<file path="config.mk">
export PLATFORM = sky130hd
export DESIGN_NAME = seq_det_ctrl
export DESIGN_NICKNAME = d
export VERILOG_FILES = /design/src/rtl/seq_det_ctrl.sv
export SDC_FILE = /design/constraint.sdc
export NUM_CORES = 1
export LEC_CHECK = 0
export CORE_MARGIN = 3
export CORE_UTILIZATION = 55
export DETAILED_ROUTE_END_ITERATION = 12
export PLACE_DENSITY = 0.78
export SYNTH_ARGS = -nofsm -noshare
export SYNTH_HDL_FRONTEND = slang
export SYNTH_SLANG_ARGS = --single-unit
</file>
<file path="constraint.sdc">
create_clock -name clk -period 6.5 [get_ports clk]
set_input_delay 1.625 -clock clk [delete_from_list [all_inputs] [get_ports clk]]
set_output_delay 1.625 -clock clk [all_outputs]
set_load 0.1 [all_outputs]
</file>
<file path="src/rtl/seq_det_ctrl.sv">
// seq_det_ctrl: run-controlled serial pattern detector with a programmable pattern,
// a saturating match counter, a match threshold and an idle timeout.
// Build option: define SEQ_DET_OVERLAP_EN for overlapping detection. When it is
// undefined, each match clears the window and needs PAT_W fresh bits before the next compare.
module seq_det_ctrl #(
  parameter int unsigned PAT_W = 7,
  parameter int unsigned CNT_W = 8,
  parameter int unsigned TO_W  = 16
) (
  input  logic             clk,
  input  logic             rst,
  input  logic             start,
  input  logic             stop,
  input  logic [PAT_W-1:0] cfg_pattern,
  input  logic [CNT_W-1:0] cfg_thresh,
  input  logic [TO_W-1:0]  cfg_timeout,
  input  logic             x,
  input  logic             x_valid,
  output logic             busy,
  output logic             hit,
  output logic [CNT_W-1:0] match_cnt,
  output logic             done,
  output logic             timed_out
);

  localparam int unsigned FILL_W = $clog2(PAT_W + 1);
  localparam int unsigned SH_W   = PAT_W - 1;

  typedef enum logic [1:0] {S_IDLE, S_FILL, S_RUN, S_DONE} state_t;

  state_t             state_q, state_d;
  logic [SH_W-1:0]    shreg_q, shreg_d;
  logic [FILL_W-1:0]  fill_cnt_q, fill_cnt_d;
  logic [TO_W-1:0]    to_cnt_q, to_cnt_d;
  logic [PAT_W-1:0]   pat_q, pat_d;
  logic [CNT_W-1:0]   thresh_q, thresh_d;
  logic [TO_W-1:0]    timeout_q, timeout_d;
  logic [CNT_W-1:0]   match_cnt_d;
  logic               busy_d, hit_d, done_d, timed_out_d;

  logic [PAT_W-1:0]   window;
  logic               is_match;
  logic               cmp_en;
  logic [CNT_W:0]     cnt_inc;
  logic [TO_W:0]      to_inc;

  // Candidate window: the history with the incoming bit appended at the LSB
  assign window   = {shreg_q, x};
  assign is_match = (window == pat_q);
  assign cnt_inc  = {1'b0, match_cnt} + (CNT_W + 1)'(1);
  assign to_inc   = {1'b0, to_cnt_q} + (TO_W + 1)'(1);

  // Next-state and next-output logic
  always_comb begin
    state_d     = state_q;
    shreg_d     = shreg_q;
    fill_cnt_d  = fill_cnt_q;
    to_cnt_d    = to_cnt_q;
    pat_d       = pat_q;
    thresh_d    = thresh_q;
    timeout_d   = timeout_q;
    match_cnt_d = match_cnt;
    timed_out_d = timed_out;
    hit_d       = 1'b0;
    cmp_en      = 1'b0;

    case (state_q)
      S_IDLE, S_DONE: begin
        if (start) begin
          state_d     = S_FILL;
          shreg_d     = '0;
          fill_cnt_d  = '0;
          to_cnt_d    = '0;
          match_cnt_d = '0;
          timed_out_d = 1'b0;
          pat_d       = cfg_pattern;
          thresh_d    = cfg_thresh;
          timeout_d   = cfg_timeout;
        end
      end
      S_FILL: begin
        if (stop) begin
          state_d = S_DONE;
        end else if (x_valid) begin
          shreg_d = window[SH_W-1:0];
          if (fill_cnt_q == FILL_W'(PAT_W - 1)) begin
            fill_cnt_d = FILL_W'(PAT_W);
            state_d    = S_RUN;
            cmp_en     = 1'b1;
          end else begin
            fill_cnt_d = fill_cnt_q + FILL_W'(1);
          end
        end
      end
      S_RUN: begin
        if (stop) begin
          state_d = S_DONE;
        end else if (x_valid) begin
          shreg_d = window[SH_W-1:0];
          cmp_en  = 1'b1;
        end
      end
      default: state_d = S_IDLE;
    endcase

    // Compare a full window; the fill-completing bit never advances the idle timer
    if (cmp_en) begin
      if (is_match) begin
        hit_d    = 1'b1;
        to_cnt_d = '0;
        if (match_cnt != {CNT_W{1'b1}}) begin
          match_cnt_d = cnt_inc[CNT_W-1:0];
        end
        if ((thresh_q != '0) && (cnt_inc == {1'b0, thresh_q})) begin
          state_d = S_DONE;
        end else begin
`ifdef SEQ_DET_OVERLAP_EN
          state_d = S_RUN;
`else
          shreg_d    = '0;
          fill_cnt_d = '0;
          state_d    = S_FILL;
`endif
        end
      end else if (state_q == S_RUN) begin
        if ((timeout_q != '0) && (to_inc == {1'b0, timeout_q})) begin
          state_d     = S_DONE;
          timed_out_d = 1'b1;
        end else begin
          to_cnt_d = to_inc[TO_W-1:0];
        end
      end
    end

    busy_d = (state_d == S_FILL) || (state_d == S_RUN);
    done_d = (state_d == S_DONE) && (state_q != S_DONE);
  end

  // State, datapath and registered outputs
  always_ff @(posedge clk or negedge rst) begin
    if (!rst) begin
      state_q    <= S_IDLE;
      shreg_q    <= '0;
      fill_cnt_q <= '0;
      to_cnt_q   <= '0;
      pat_q      <= '0;
      thresh_q   <= '0;
      timeout_q  <= '0;
      match_cnt  <= '0;
      busy       <= 1'b0;
      hit        <= 1'b0;
      done       <= 1'b0;
      timed_out  <= 1'b0;
    end else begin
      state_q    <= state_d;
      shreg_q    <= shreg_d;
      fill_cnt_q <= fill_cnt_d;
      to_cnt_q   <= to_cnt_d;
      pat_q      <= pat_d;
      thresh_q   <= thresh_d;
      timeout_q  <= timeout_d;
      match_cnt  <= match_cnt_d;
      busy       <= busy_d;
      hit        <= hit_d;
      done       <= done_d;
      timed_out  <= timed_out_d;
    end
  end

endmodule

</file>
# --- Word level (Yosys, flattened, before mapping) ---
# Index checks and enable logic that the tools add are counted.
classes:
  n_eq_ne: 12
  addsub: 3
  n_reduce_logical: 10
  n_mux: 51
op_table:
  columns: ["cell", "count"]
  rows:
  - ["2-to-1 mux 16 bit", 6]
  - ["2-to-1 mux 8 bit", 5]
  - ["2-to-1 mux 6 bit", 6]
  - ["2-to-1 mux 3 bit", 7]
  - ["2-to-1 mux 2 bit", 10]
  - ["adder 16 x 1 -> 17 bit (second input constant)", 1]
  - ["equality test 17 x 16 -> 1 bit", 1]
  - ["nonzero test 16 bit", 1]
  - ["2-to-1 mux 1 bit", 13]
  - ["case mux 6 bit (2 select lines)", 1]
  - ["adder 8 x 1 -> 9 bit (second input constant)", 1]
  - ["equality test 9 x 8 -> 1 bit", 1]
  - ["equality test 2 bit (second input constant)", 4]
  - ["inequality test 8 bit (second input constant)", 1]
  - ["nonzero test 8 bit", 1]
  - ["equality test 7 bit", 1]
  - ["case mux 2 bit (3 select lines)", 1]
  - ["case mux 3 bit (2 select lines)", 1]
  - ["equality test 2 x 1 -> 1 bit (second input constant)", 2]
  - ["OR reduction 2 bit", 2]
  - ["adder 3 x 1 -> 3 bit (second input constant)", 1]
  - ["equality test 3 bit (second input constant)", 1]
  - ["logical AND 1 bit", 3]
  - ["zero test 2 bit", 1]
  - ["other kinds (4)", 4]
word_totals:
  wordCells: 88
  reg_bits: 70

# --- Longest topological paths before layout ---
# Gate-level depths: netlist (run 1).
depth:
  word_depth: 11
  ltp_mapped: 12
  mapped_depth_nobuf: 12

# --- Worst setup path before layout (run 1) ---
# No wires, ideal clock.
synth_path:
  kind: "input-to-reg"
  from: "input port stop"
  to: "register done"
  cell_stages: 9
  path_slack_ps: 2581
  n_path_buf: 2
  t_required_ps: 6382
  t_arrival_ps: 3801
  path_cell_list: "nand2b_1 > or2_2 > clkbuf_1 > or4_1 > clkbuf_1 > a31oi_1 > a221oi_1 > ha_1 > nor2b_1"
synth_via:
  elab_chain_cells: 8
  word_cells_on_any_way: 12
  classes_between: "eq/ne: 1; mux: 10; reduce/logical: 1"
synth_rtl:
  columns: ["item", "line_no", "rtl"]
  rows:
  - ["start, declared", "13", "input logic stop,"]
  - ["2-to-1 mux 2 bit (on tied branches)", "96, 82", null]
  - ["case mux 2 bit (3 select lines)", "67", "case (state_q)"]
  - ["2-to-1 mux 2 bit", "126", "if ((timeout_q != '0) && (to_inc == {1'b0, timeout_q})) begin"]
  - ["2-to-1 mux 2 bit", "125", "end else if (state_q == S_RUN) begin"]
  - ["2-to-1 mux 2 bit", "108", "if (is_match) begin"]
  - ["2-to-1 mux 2 bit *", "107", "if (cmp_en) begin"]
  - ["named net state_d[1]", "31", "state_t state_q, state_d;"]
  - ["equality test 2 bit *", "136", "done_d = (state_d == S_DONE) && (state_q != S_DONE);"]
  - ["logical AND 1 bit *", "136", null]
  - ["named net done_d", "39", "logic busy_d, hit_d, done_d, timed_out_d;"]
  - ["end signal, assigned", "165", "done <= done_d;"]
  - ["end, declared", "22", "output logic done,"]
# The timed path passes the listed nets; every way through them passes the cells marked *.
# A chain may end at the register's enable or synchronous reset.

# --- Worst setup path after layout (run 1) ---
# Same ends and word-level chain as after synthesis.

==> results of run 1 <==
routing by layer:
layer  share of wire (%)  vias to the layer above  GRT usage, %
met4                 1.3                        0          9.65
met2                  48                       98          35.2
met3                 5.8                       12          4.55
met1                  45                     1581          29.6
li1                    -                     1570             -
met5                   0                        -             0
metrics by stage:
step                instance area, µm²  worst slack (ps)  hold slack [ps]  total power, mW  util (%)
finish                            4820              2200              507             1.69      68.7
global route                      4820              1940              538             1.80      68.7
CTS                               4820              2180              504             1.70      68.7
detailed placement                4570              1880              488             1.27      65.2
global placement                  4570              2000              484             1.24      65.2
floorplan                         4100              2580              501             1.12         -
path summary, 6_finish.rpt:
check / startpoint / endpoint / slack (ps) / depth (start not counted)
worst max-delay path: stop / done / 2200 / 8
worst min-delay path: timed_out / timed_out / 510 / 2
worst max register to register: to_cnt_q[0] / busy / 2970 / 10
worst min register to register: timed_out / timed_out / 510 / 2
max in group asynchronous: rst / to_cnt_q[13] / 4460 / 2
min in group asynchronous: rst / pat_q[6] / 1470 / 2
cell families (layout without fill, tap and decap cells):
logic type / after synthesis / count (layout) / share of synthesized area, %
and+or+nand+nor: 143 / 143 / 18.6
AOI/OAI and AO/OA: 87 / 87 / 14.0
DFF: 70 / 70 / 42.7
xor gates and xnor gates: 41 / 41 / 8.75
buffers and inverters: 35 / 78 / 4.45
muxes: 32 / 32 / 8.75
adders and majority gates: 9 / 9 / 2.74
cell usage after synthesis, types with 3 or more instances:
cell and instances:
dfrtp_1 70, nand2_1 35, mux2_2 31, xnor2_1 31
o21ai_0 26, nand3_1 22, a21oi_1 21, nor2_1 21
inv_1 13, nand2b_1 11, xor2_1 10, ha_1 9
and4_1 7, clkbuf_1 7, or3_1 7, and3_1 6
nor3_1 6, nor4_1 6, a21o_1 5, buf_2 5
buf_6 5, nand4_1 5, a31oi_1 4, o31ai_1 4
a211o_1 3, a221oi_1 3, and2_1 3, buf_1 3
or2_2 3
final cells by class:
cell class | instances | area share [%]
Tap cell | 96 | 2.49
Timing Repair Buffer | 49 | 10.0
Clock buffer | 9 | 2.57
Clock inverter | 7 | 2.52
Multi-Input combinational cell | 312 | 45.0
Sequential cell | 70 | 36.3
Inverter | 13 | 1.01
power breakdown:
| group | internal (mW) | switching [mW] | total (mW) |
|---|---|---|---|
| Sequential | 0.555 | 0.123 | 0.679 |
| Clock | 0.257 | 0.173 | 0.430 |
| Combinational | 0.290 | 0.294 | 0.584 |
state kept, by name (all words and copies together), names as in the netlist:
signal	count
timeout_q	16
to_cnt_q	16
match_cnt	8
thresh_q	8
pat_q	7
shreg_q	6
fill_cnt_q	3
state_q	2
busy	1
done	1
hit	1
timed_out	1
tightest hold or removal path: stages, from the launching register on:
cell	delay, ps
dfrtp_1	350
nand2_1	50
o21ai_0	70
==> results.md, run 1 <==
* Pwr/cell area at 351 nW/µm²
* Fill count at 568
* Via count of the first global-routing pass at 3242
* Setup violations, final at 0
* Register area at 1750 µm²
* Yosys top cell by area: dfrtp_1
* Core Rows at 30
* Routed WL at 8890 µm
* EDFF count, synth at 0
* Layout Skew at 7.96 ps
* Largest net degree at the start of global routing at 71
* Cells after Synth at 417
* Top cells by area, synth: dfrtp_1 43%, mux2_2 8.5%, xnor2_1 6.6%, nand2_1 3.2%, o21ai_0 3.2%
* Final worst path period share at 66.2%
* Starting density of the core at 58.4%
* Sink Count at 70
* Setup Fix Bufs, Post-CTS at 0
* Maximum vdd drop at 215 µV
* Post-synth cell types at 57
* Kind of critical path: in2reg
* CP max stage delay at 710 ps
* Fmax at 0.232 GHz
* H-Tree Level Count at 3
* Synth top area share at 42.7%
* WL/cell at 16.0 µm
* Port bufs at 48
* Hold buffer count at CTS at 0
* Die X at 92.4 µm
* Diodes inserted at 0
* Max Slew Vio Count at 0
* Post-synthesis area per instance at 9.84 µm²
* DR vias/cell at 5.87
* Synth Register Bits at 70
* Primary FF master, synth: dfrtp_1
* Die ar. at 8530 µm²
* Worst-margin pin slew at 1020 ps
* Via Count at 3261
* CTS tree: built
* Max Cap Viol at 0
* Fin. Hold Viols at 0
* CTS Buf Count at 9
* Clk Tree Root Cell: clkbuf_8
* Post_cts resized at 0
* Clk Latency, worst-skew pair at 350 ps
* Die Ht at 92.4 µm
* CP endpoint kind: flop
* Post-route DRC at 0
* Leakage at 1.98 nW
* GRT overflow at 0
* Arrival time worst endpoint at 4540 ps
* Most frequent cells in the layout: 70 x dfrtp_1, 47 x clkdlybuf4s50_1, 34 x nand2_1
* Fin cells at 556
* GRT Total Usage at 22.2%
* Family with the most delay on the worst path: simple AND/OR/NAND/NOR gates
* RSZ-0062 raised after global routing: no
* Fin Setup TNS at 0 ps
* CP Launch Type: primary input
* CP Cell Sequence: clkdlybuf4s50_1 > nand2b_1 > or2_2 > or4_1 > a31oi_1 > a221oi_1 > ha_1 > nor2b_1
* Post-synth net total at 463
* FFs w/ async S/R, synth at 100%
* Initial drt markers at 171
* First-pass GRT wire length at 15300 µm
* Initial antenna violation count at 0
* Crit Path Max Fanout at 10
* Post-synthesis cell area at 4100 µm²
* Worst-path clk slew at 70 ps
* Crit path max-delay cell type: a31oi_1
* Crit path buffers/inverters at 1
* Slew headroom at 31.5%
* Hold Path Class: reg2reg
* Worst EP required at 6740 ps
* Io pins at 49
* Status: finished clean
* Syn. warnings at 0
* GP Congestion at 0.848
* Area of the core at 7020 µm²
* Total Nets Final at 501
* Post-route minimum period at 4300 ps
* DR pass1 iterations at 4
* Layout cells sized above 1 at 12.8%
* Longest Clk Path Bufs at 2
* Placed cells at 540
* Hpwl dp at 6130 µm
* Multi-input logic area at 2170 µm²
* Antenna viol nets, final at 0
* Commonest non-fill, non-tap cell in the layout: dfrtp_1
* Synthesis-to-layout area growth at 17.5%
* Sequential element share of the synthesized area at 42.7%
Power figures use the tool's default switching activity.
==> run 2: changes to the inputs <==
--- a/config.mk
+++ b/config.mk
@@ -6,9 +6,9 @@
 export NUM_CORES = 1
 export LEC_CHECK = 0
 export CORE_MARGIN = 3
-export CORE_UTILIZATION = 55
+export CORE_UTILIZATION = 51
 export DETAILED_ROUTE_END_ITERATION = 12
-export PLACE_DENSITY = 0.78
+export PLACE_DENSITY = 0.76
 export SYNTH_ARGS = -nofsm -noshare
 export SYNTH_HDL_FRONTEND = slang
 export SYNTH_SLANG_ARGS = --single-unit
==> constraint.sdc (replaced) <==
create_clock -name clk -period 3.75 [get_ports clk]
set_input_delay 0.9375 -clock clk [delete_from_list [all_inputs] [get_ports clk]]
set_output_delay 0.9375 -clock clk [all_outputs]
set_load 0.1 [all_outputs]
==> run 2 against run 1 <==
Largest power group unchanged. Register-to-register slack got worse by 2700 ps. Wire length decreased by 0.48%. Sequential power grew 72%. Cell count increased by 3.2%. Worst hold slack gained 11 ps. Worst setup slack got worse by 1900 ps. Count of clock-buffer cells in the layout stayed put. Total power grew 76%. Clock skew hardly changed. Combinational power increased by 71%.
==> results.md, run 2 (synthesized netlist as in run 1, its figures left out) <==
* Crit Path Max Fanout at 7 (-3)
* Fin cells at 574 (+3.2%)
* Port bufs at 48 (unchanged)
* GRT Total Usage at 21.2% (-1.0 points)
* Crit path max-delay cell type: or4_4
* Status: finished clean
* Hold Path Class: reg2reg
* Clock power frac at 27.1% (+1.7 points)
* Multi-input logic area at 2170 µm² (unchanged)
* Fmax at 0.288 GHz
* CP Launch Type: flop
* GRT overflow at 0 (unchanged)
* Die Ht at 95.7 µm (+3.6%)
* Met3 wire len at 489 µm (-5.8%)
* Leakage at 2.05 nW (+4.0%)
* H-Tree Level Count at 3 (unchanged)
* CTS Buf Count at 9 (unchanged)
* Pwr/cell area at 606 nW/µm² (+72%)
* CTS tree: built
* Fin Setup TNS at 0 ps (unchanged)
* Clk Latency, worst-skew pair at 350 ps (about the same)
* Power share of the combinational group at 33.7% (-0.8 points)
* Worst-margin pin slew at 972 ps (-52.0 ps)
* Hpwl dp at 6430 µm (+4.9%)
* Largest net degree at the start of global routing at 43 (-39%)
* Longest Clk Path Bufs at 2 (unchanged)
* Reg power frac at 39.2% (-0.9 points)
* Setup Fix Bufs, Post-CTS at 0 (unchanged)
* Initial antenna violation count at 0 (unchanged)
* Post_cts resized at 0 (unchanged)
* Sw power at 1.00 mW (+69%)
* Switching share of total power at 33.5% (-1.4 points)
* Clk Tree Root Cell: clkbuf_8
* Arrival time worst endpoint at 3710 ps (-830 ps)
* CP Cell Sequence: ha_1 > and3_1 > and4_1 > o211ai_1 > or4_1 > or4_4 > nor2_1 > nand2_1 > a221oi_1 > ha_1
* Antenna viol nets, final at 0 (unchanged)
* DR vias/cell at 5.64 (-3.8%)
* Crit path buffers/inverters at 0 (-1)
* Family with the most delay on the worst path: simple AND/OR/NAND/NOR gates
* Fill count at 645 (+14%)
* Diodes inserted at 0 (unchanged)
* Max layer used: met4
* Metal-1 WL at 4150 µm (+4.2%)
* Worst-path clk slew at 80 ps (about the same)
* Top Registers: timeout_q (16), to_cnt_q (16)
* Layout cells sized above 1 at 16.1% (+3.3 points)
* Io pins at 49 (unchanged)
* Placed cells at 558 (+3.3%)
* Fin. Hold Viols at 0 (unchanged)
* Post-route minimum period at 3470 ps
* CP endpoint kind: flop
* CP max stage delay at 590 ps (-120 ps)
* Most frequent cells in the layout: 70 x dfrtp_1, 42 x clkdlybuf4s50_1, 34 x nand2_1
* Commonest non-fill, non-tap cell in the layout: dfrtp_1
* Area of the core at 7770 µm² (+11%)
* Crit path depth at 10 (+2)
* Core Util, Final at 63.5% (-5.2 points)
* Max Slew Vio Count at 0 (unchanged)
* Starting density of the core at 52.8% (-5.6 points)
* GP Congestion at 0.926 (+9.2%)
* Final worst path period share at 92.6%
* Via Count at 3239 (-0.67%)
* Max Cap Viol at 0 (unchanged)
* Register area at 1750 µm² (unchanged)
* Setup violations, final at 0 (unchanged)
* First-pass GRT wire length at 15200 µm (-0.76%)
* Reg2Reg Depth at 10 (unchanged)
* Post-route DRC at 0 (unchanged)
* Layout Skew at 7.46 ps (-0.498 ps)
* Maximum vdd drop at 363 µV (+69%)
* Routed WL at 8850 µm (-0.48%)
* Synthesis-to-layout area growth at 20.1%
* Internal at 1.98 mW (+80%)
* WL/cell at 15.4 µm (-3.6%)
* DR pass1 iterations at 4 (unchanged)
* Core Rows at 32 (+6.7%)
* RSZ-0062 raised after global routing: no
* Most used cell, CP: ha_1
* Die X at 95.7 µm (+3.6%)
* Slew headroom at 35.0% (+3.5 points)
* Total Nets Final at 513 (+2.4%)
* Sink Count at 70 (unchanged)
* Worst EP required at 3990 ps (-2750 ps)
* Total Power at 2.99 mW (+76%)
* Worst hold path stage count at 2 (unchanged)
* Via count of the first global-routing pass at 3145 (-3.0%)
* Kind of critical path: reg2reg
* Hold buffer count at CTS at 0 (unchanged)
* Initial drt markers at 200 (+17%)
* Routed wl met2 at 4090 µm (-4.1%)
* Die ar. at 9160 µm² (+7.3%)
## run 2: power by group through the flow
stage	Clock (mW)	Sequential [mW]	Combinational, mW
finish	0.810	1.17	1.00
global route	0.872	1.20	1.12
CTS	0.827	1.17	1.01
detailed placement	0	1.18	1.01
global placement	0	1.17	0.977
floorplan	0	1.17	0.764
## run 2: cell type report
cell class	count	share of cell area, %
sequential	70	35.5
timing repair buffer	61	11.4
multi-input combinational	312	44.0
inverter	13	0.990
clock inverter	7	2.94
clock buffer	9	2.51
tap	102	2.59
## run 2: metrics by stage
step / setup WS [ps] / cell area (µm²) / hold slack, ps
after floorplan: 519 / 4100 / 501
after global placement: 250 / 4660 / 484
after detailed placement: 182 / 4660 / 516
after CTS: 304 / 4930 / 533
after global routing: 75.7 / 4930 / 569
final: 276 / 4930 / 518
## run 2: layer usage
metal  global-route usage [%]  vias to the layer above
li1                         -                     1592
met1                     29.4                     1536
met2                     33.2                       99
met3                     4.38                       12
met4                     7.11                        0
met5                        0                        -
## run 2: path summary, 6_finish.rpt
check                           slack, ps             to   startpoint
worst max-delay path                  280           busy  to_cnt_q[1]
worst min-delay path                  520      timed_out    timed_out
worst max register to register        280           busy  to_cnt_q[1]
worst min register to register        520      timed_out    timed_out
max in group asynchronous            2330       pat_q[2]          rst
min in group asynchronous             680  fill_cnt_q[0]          rst
## run 2: tightest hold or removal path, cell delays in order (launching register included)
cell	delay (ps)
dfrtp_1	360
nand2_1	50
o21ai_0	80
